**src/rtl/pi_lane_permuter.sv**
```systemverilog
// pi_lane_permuter
// In-place pi lane permutation over a 5x5 plane of LANE_W-bit lanes.
// A whole plane is loaded in one cycle. A pass then walks the single
// 24-lane orbit that starts at (1,0), carrying one held lane along. The
// pass applies either the forward map or the inverse map.
// Lane (0,0) is a fixed point of both maps, so the walk never touches it.
//
// Ports
//   clk_i        rising-edge clock
//   rst_i        synchronous reset, active low
//   load_i       in idle, capture line_in_i into storage (wins over start_i)
//   line_in_i    plane in; lane idx = 5*x+y at bits [idx*LANE_W +: LANE_W]
//   start_i      in idle, begin one permutation pass
//   inverse_i    mode sampled with start_i: 0 forward, 1 inverse
//   busy_o       high while a pass is in progress
//   done_o       one-cycle pulse after the last lane write
//   step_o       lane writes completed in the current pass (0..24)
//   plane_out_o  live view of storage, same packing as line_in_i
module pi_lane_permuter #(
   parameter int LANE_W = 1
) (
   input  logic                  clk_i,
   input  logic                  rst_i,
   input  logic                  load_i,
   input  logic [25*LANE_W-1:0]  line_in_i,
   input  logic                  start_i,
   input  logic                  inverse_i,
   output logic                  busy_o,
   output logic                  done_o,
   output logic [4:0]            step_o,
   output logic [25*LANE_W-1:0]  plane_out_o
);

   typedef enum logic [2:0] {
      IDLE,
      PRIME,
      READ,
      WRITE,
      DONE
   } state_e;

   // Orbit start (1,0), packed as {x,y}
   localparam logic [5:0] P0 = {3'd1, 3'd0};

   state_e                 state_q, state_d;
   logic [25*LANE_W-1:0]   plane_q, plane_d;
   logic [LANE_W-1:0]      t_q, t_d;
   logic [LANE_W-1:0]      r_q, r_d;
   logic [5:0]             p_q, p_d;
   logic [4:0]             step_q, step_d;
   logic                   mode_q, mode_d;

   // Reduction of 0..20 modulo 5, written out as a table so no
   // divider is inferred and no intermediate bits go unused
   function automatic logic [2:0] modFive(input logic [4:0] s);
      logic [2:0] m;
      case (s)
         5'd0,  5'd5,  5'd10, 5'd15, 5'd20: m = 3'd0;
         5'd1,  5'd6,  5'd11, 5'd16:        m = 3'd1;
         5'd2,  5'd7,  5'd12, 5'd17:        m = 3'd2;
         5'd3,  5'd8,  5'd13, 5'd18:        m = 3'd3;
         5'd4,  5'd9,  5'd14, 5'd19:        m = 3'd4;
         default:                           m = 3'd0;
      endcase
      return m;
   endfunction

   // Next orbit position: forward (y, 2x+3y), inverse (x+3y, x), mod 5
   function automatic logic [5:0] mapPos(input logic inv, input logic [5:0] pos);
      logic [4:0] x5;
      logic [4:0] y5;
      logic [5:0] nxt;
      x5 = {2'b00, pos[5:3]};
      y5 = {2'b00, pos[2:0]};
      if (inv) begin
         nxt = {modFive(x5 + 5'd3 * y5), pos[5:3]};
      end else begin
         nxt = {pos[2:0], modFive(5'd2 * x5 + 5'd3 * y5)};
      end
      return nxt;
   endfunction

   // Bit offset of a lane in the flat plane
   function automatic int laneBase(input logic [5:0] pos);
      return (5 * int'(pos[5:3]) + int'(pos[2:0])) * LANE_W;
   endfunction

   // Next-state and datapath control. Storage sees at most one access per
   // cycle: PRIME and READ read it, WRITE writes it, IDLE may bulk-load it.
   always_comb begin
      state_d = state_q;
      plane_d = plane_q;
      t_d     = t_q;
      r_d     = r_q;
      p_d     = p_q;
      step_d  = step_q;
      mode_d  = mode_q;
      case (state_q)
         IDLE: begin
            if (load_i) begin
               plane_d = line_in_i;
            end else if (start_i) begin
               mode_d  = inverse_i;
               state_d = PRIME;
            end
         end
         PRIME: begin
            t_d     = plane_q[laneBase(P0) +: LANE_W];
            p_d     = mapPos(mode_q, P0);
            step_d  = 5'd0;
            state_d = READ;
         end
         READ: begin
            r_d     = plane_q[laneBase(p_q) +: LANE_W];
            state_d = WRITE;
         end
         WRITE: begin
            plane_d[laneBase(p_q) +: LANE_W] = t_q;
            t_d     = r_q;
            step_d  = step_q + 5'd1;
            p_d     = mapPos(mode_q, p_q);
            state_d = (step_q == 5'd23) ? DONE : READ;
         end
         DONE: begin
            state_d = IDLE;
         end
         default: begin
            state_d = IDLE;
         end
      endcase
   end

   // State and datapath registers; reset clears storage too, so an
   // interrupted pass leaves nothing behind
   always_ff @(posedge clk_i) begin
      if (!rst_i) begin
         state_q <= IDLE;
         plane_q <= '0;
         t_q     <= '0;
         r_q     <= '0;
         p_q     <= '0;
         step_q  <= '0;
         mode_q  <= 1'b0;
      end else begin
         state_q <= state_d;
         plane_q <= plane_d;
         t_q     <= t_d;
         r_q     <= r_d;
         p_q     <= p_d;
         step_q  <= step_d;
         mode_q  <= mode_d;
      end
   end

   assign busy_o      = (state_q == PRIME) || (state_q == READ) || (state_q == WRITE);
   assign done_o      = (state_q == DONE);
   assign step_o      = step_q;
   assign plane_out_o = plane_q;

endmodule

```
**config.mk**
```make
export PLATFORM = sky130hd
export DESIGN_NAME = pi_lane_permuter
export DESIGN_NICKNAME = d
export VERILOG_FILES = /design/src/rtl/pi_lane_permuter.sv
export SDC_FILE = /design/constraint.sdc
export NUM_CORES = 1
export LEC_CHECK = 0
export ABC_AREA = 0
export BUFFER_PORTS_ARGS = -buffer_cell sky130_fd_sc_hd__clkbuf_2
export CORE_MARGIN = 3
export CORE_UTILIZATION = 31
export DETAILED_ROUTE_END_ITERATION = 8
export PLACE_DENSITY = 0.47
export SLEW_MARGIN = 5
export SYNTH_ARGS = -nofsm -noshare
export SYNTH_HDL_FRONTEND = slang
export SYNTH_SLANG_ARGS = --single-unit
```
**constraint.sdc**
```tcl
create_clock -name clk_i -period 8 [get_ports clk_i]
set_input_delay 0.8 -clock clk_i [delete_from_list [all_inputs] [get_ports clk_i]]
set_output_delay 0.8 -clock clk_i [all_outputs]
set_load 0.02 [all_outputs]
```
Word-level counts from Yosys, hierarchy flattened
Memories as Yosys holds them, arrays and structs flattened. Cells that the tools add are included. Widths: inputs -> output; s select.

Word-level logic and storage cells: 48. Bits in read-only memories: 192. Input port bits: 30. Bits in registers: 42. Memories kept: 2.

Memories: (no name shown) (depth 32, width 3, rd ports 1, clocked after memory_dff 0, wr ports 0, RTL line 57) `case (s)`; (no name shown) (depth 32, width 3, rd ports 1, clocked after memory_dff 0, wr ports 0, RTL line 57).

$mul: 2. Mux-type cells: 12. Reductions and logical operators: 8. $add $sub $neg: 5. Equality and inequality tests: 8. Bitwise operators: 1. Shift-type cells: 3.

Operator list (count): $pmux 25 s2 (1); $neg 7->33 (1); $shift 1x33->25 const A (1); $shiftx 1x33->25 (1); $shiftx 25x32->1 (1); $bwmux 25 (1); $mux 25 (1); $pmux 3 s4 (1); $pmux 6 s2 (1); $pmux 5 s2 (1); $mux 3 (3); $add 6x3->7 (1); $eq 3x2->1 const B (2); $mul 3x3->6 const A (1); $mux 6 (1); $ne 2x2->1 const B (3); $add 3x5->5 (1); $add 4x5->5 (1); $add 5x1->5 const B (1); $eq 5x5->1 const B (1); $mul 2x3->5 const A (1); $mux 4 (1); $reduce_and 2->1 (2); $reduce_bool 2->1 (2); 7 further kinds (8).

Depth between registers and ports, before layout
Word-level depth: 6. Mapped depth: 16.

Worst setup path after synthesis
OpenSTA, ideal clock, no wires.

Path kind: reg2reg. From: register p_q[5]. To: register plane_q[24] (netlist: plane_out_o[24]). Clock period less this slack: 3715 ps. Setup time: 116 ps. Data required time: 7884 ps. Buffers on the path: 3. Cell stages (with the launch flop): 17. Setup slack: 4285 ps. Data arrival time: 3599 ps. Cells stage by stage: dfxtp_1 ha_1 ha_1 inv_1 fa_1 buf_2 nor3b_2 nand2_1 nor2_1 ha_1 nor2b_1 and3_1 buf_4 a21boi_4 buf_6 a21oi_1 o211a_1.

Longest elaborated chain between the ends: 6. Elaborated cells on any way between the ends: 7. Classes of those cells: add/sub: 2; mul: 1; shift: 2; mux: 2.

Ends and longest elaborated chain: start, declared (RTL line 49) `logic [5:0] p_q, p_d;`; start signal, assigned (RTL line 149) `p_q <= p_d;`; $mul 3x3->6 * (RTL line 85) `return (5 * int'(pos[5:3]) + int'(pos[2:0])) * LANE_W;`; $add 6x3->7 * (RTL line 85); $neg 7->33 * (RTL line 118) `plane_d[laneBase(p_q) +: LANE_W] = t_q;`; $shiftx 1x33->25 or $shift 1x33->25 (tied branches) (RTL line 118); $bwmux 25 * (RTL line 118); $pmux 25 s2 * (RTL line 98) `case (state_q)`; end signal, assigned (RTL line 146) `plane_q <= plane_d;`; end, declared (RTL line 46) `logic [25*LANE_W-1:0] plane_q, plane_d;`.

Mark *: on every way between the ends. The rest lies on a longest branch, timed or not. A chain may end at the register's enable or synchronous reset.

Worst setup path after layout
From: register p_q[5]. To: register plane_q[18] (netlist: plane_out_o[18]).

The elaborated chain is that of the path after synthesis.

==> metrics.md <==
| Metric | Value |
|---|---|
| Status | finished clean |
| Reg area | 841 sq um |
| Worst-path clk slew | 70 ps |
| Top-area cell type share of the netlist area | 0.232 |
| Min Tclk post-route | 4490 ps |
| FFs w/ async S/R, synth | 0 |
| Distinct cells, synth | 71 |
| Number of I/O pins | 62 |
| Crit start category | flip-flop |
| Fraction of layout cells with a size suffix above 1 | 0.207 |
| LEAKAGE | 1.78 nW |
| WHS | 490 ps |
| GR Util All Layers | 0.175 |
| Design area | 0.00417 sq mm |
| Net Count, Synth | 486 |
| Worst Skew | 4.55 ps |
| Setup Buffers After CTS | 0 |
| Worst ir drop on vdd | 0.0000952 V |
| Critical-path cell list | ha_1, ha_1, inv_1, fa_1, nor3b_2, nand2_1, nor2_1, ha_1, nor2b_1, and3_1, a21boi_4, a211oi_1, a311oi_1 |
| Number of global-route vias before repair | 3,377 |
| Worst-Margin Slew | 1210 ps |
| Worst Path Required | 8180 ps |
| Achievable Freq | 0.223 GHz |
| Relative slew slack | 0.192 |
| DR WL/cell | 18.3 um |
| Die extent in x | 114 um |
| Main flop type after synthesis | dfxtp_1 |
| Core ar. | 0.0111 sq mm |
| Sequential area share after synthesis | 0.232 |
| # diodes | 0 |
| Core Util, Final | 0.375 |
| Fin Setup TNS | 0 ps |
| # fillers | 1,170 |
| RSZ-0062 raised after global routing | false |
| Hold Crit Class | flip-flop to flip-flop |
| Root Buffer | clkbuf_16 |
| CTS tree | yes |
| Initial core utilization | 0.326 |
| Critical path's slowest cell | fa_1 |
| Synth Area per Inst | 8.56 sq um |
| Total grt overflow | 0 |
| First-pass GRT wire length | 18,100 um |
| # nets final | 535 |
| Syn Inst Count | 424 |
| Via/cell ratio | 5.65 |
| Most common cell after layout, fill and taps aside | clkbuf_2 |
| CTS resizes | 0 |
| HPWL Detailed | 8390 um |
| Max incr delay on CP | 780 ps |
| Antenna violations before repair | 0 |
| Crit path DAT | 4670 ps |
| #FFs+latches synth | 42 |
| GP Congestion | 0.803 |
| Drt first-iter violations | 264 |
| Area contributors post-synth | dfxtp_1 23%, ha_1 9.7%, a211oi_1 5.2% |
| Yosys warns | 0 |
| PortBufs | 61 |
| Multi-input logic area | 0.00260 sq mm |
| Clock Latency Late Sink | 290 ps |
| DRT Pass-1 Iters | 5 |
| Worst Setup End Kind | flip-flop |
| Crit path kind | flip-flop to flip-flop |
| H-Tree Depth | 2 |
| Post-placement cell area | 0.00402 sq mm |
| Die area | 0.0130 sq mm |
| Clock sink total | 42 |
| Max-cap violations | 0 |
| Final Slew Violations | 0 |
| Final hold viol count | 0 |
| Critical Path Fanout Max | 14 |
| Post-DRT Antenna Nets | 0 |
| Post-synth EDFFs | 0 |
| CTS Hold Bufs | 0 |
| Final wirelength | 11,200 um |
| Most frequent cell on the critical path | ha_1 |
| DRC | 0 |
| Setup violations, final | 0 |
| Period utilisation layout | 0.561 |
| Leading cell types in the layout, fill and taps excluded | 61 x clkbuf_2, 42 x dfxtp_1, 34 x nor2_1, 34 x nand2_1, 28 x ha_1 |
| Layout area overhead | 14.8% |
| Routed via count | 3,468 |
| Post-synth top area cell | dfxtp_1 |
| # rows | 38 |
| Post-synth design cell area | 0.00363 sq mm |
| Num CTS Buffers | 5 |
| Largest net degree at the start of global routing | 36 |
| Clock buffer depth | 2 |
| PD cells | 169 mW/mm^2 |
| Chip height | 114 um |
| Worst R2R Setup Slack | 3510 ps |
-- final cells by class --
| cell class | instances | share of cell area |
|---|---|---|
| well taps | 140 | 0.0420 |
| repair buffers | 62 | 0.0751 |
| clock buffers | 5 | 0.0300 |
| clock inverters | 3 | 0.00570 |
| flip-flops and latches | 42 | 0.202 |
| multi-input cells | 338 | 0.624 |
| inverters | 24 | 0.0216 |
-- final timing paths --
path                        from  cells after the start               to
hold reg to reg   plane_out_o[4]                      2   plane_out_o[4]
setup reg to reg          p_q[5]                     13  plane_out_o[18]
setup / recovery          p_q[5]                     13  plane_out_o[18]
hold / removal    plane_out_o[4]                      2   plane_out_o[4]
-- flip-flops by register name, summed over array words and instances, names as in the netlist --
register and cells:
plane_out_o 25, p_q 6, step_o 5, state_q 3, mode_q 1, r_q 1
t_q 1
-- power breakdown --
group          internal [mW]  switching [mW]  total [mW]
sequential             0.225          0.0182       0.243
combinational         0.0913           0.155       0.246
clock                  0.117          0.0977       0.215
total                  0.433           0.270       0.704
-- cell families (layout without fill, tap and decap cells) --
family | count (synthesis) | in the layout | share of synthesized area
mux | 15 | 15 | 0.0665
fa+ha+maj | 32 | 32 | 0.119
flops | 42 | 42 | 0.232
simple gates | 124 | 124 | 0.169
compound gates | 153 | 153 | 0.324
xor+xnor | 14 | 14 | 0.0379
buf+inv | 44 | 94 | 0.0520
-- metal layers --
metal / track usage / wire length (um)
met5: 0 / 0
met4: 0.0380 / 114
met3: 0.0428 / 759
met2: 0.272 / 4920
met1: 0.246 / 5420
-- synth_stat cells, drive strengths merged, types with 4 or more instances --
master,count
a21o,11
o21ai,21
a32o,4
nor2,34
a211oi,29
o211ai,4
inv,24
and3,4
a21oi,29
o211a,5
nor2b,4
a32oi,7
a211o,5
and2,4
a31oi,6
nand4,5
a22oi,4
nand2,35
mux4,7
clkbuf,14
mux2i,8
a221oi,6
ha,28
nor3,7
xor2,6
fa,4
dfxtp,42
buf,6
nand3,14
xnor2,8
a311oi,6
-- worst max-delay path: cells and delay by family (launching register included) --
| family | cells | cell delay (ps) |
|---|---|---|
| and+or+nand+nor | 5 | 1500 |
| adders and majority gates | 4 | 1490 |
| AOI/OAI and AO/OA | 3 | 900 |
| DFF | 1 | 430 |
| buffers and inverters | 1 | 60 |
-- per-stage QoR --
stage,setup slack (ps),cells,total power [mW]
6_report,3510,614,0.704
3_3_place_gp,3780,606,0.491
4_1_cts,3570,614,0.709
5_1_grt,3170,614,0.745
3_5_place_dp,3550,606,0.492
2_1_floorplan,4290,424,0.417
No activity file was read; power rests on OpenSTA's default activity.
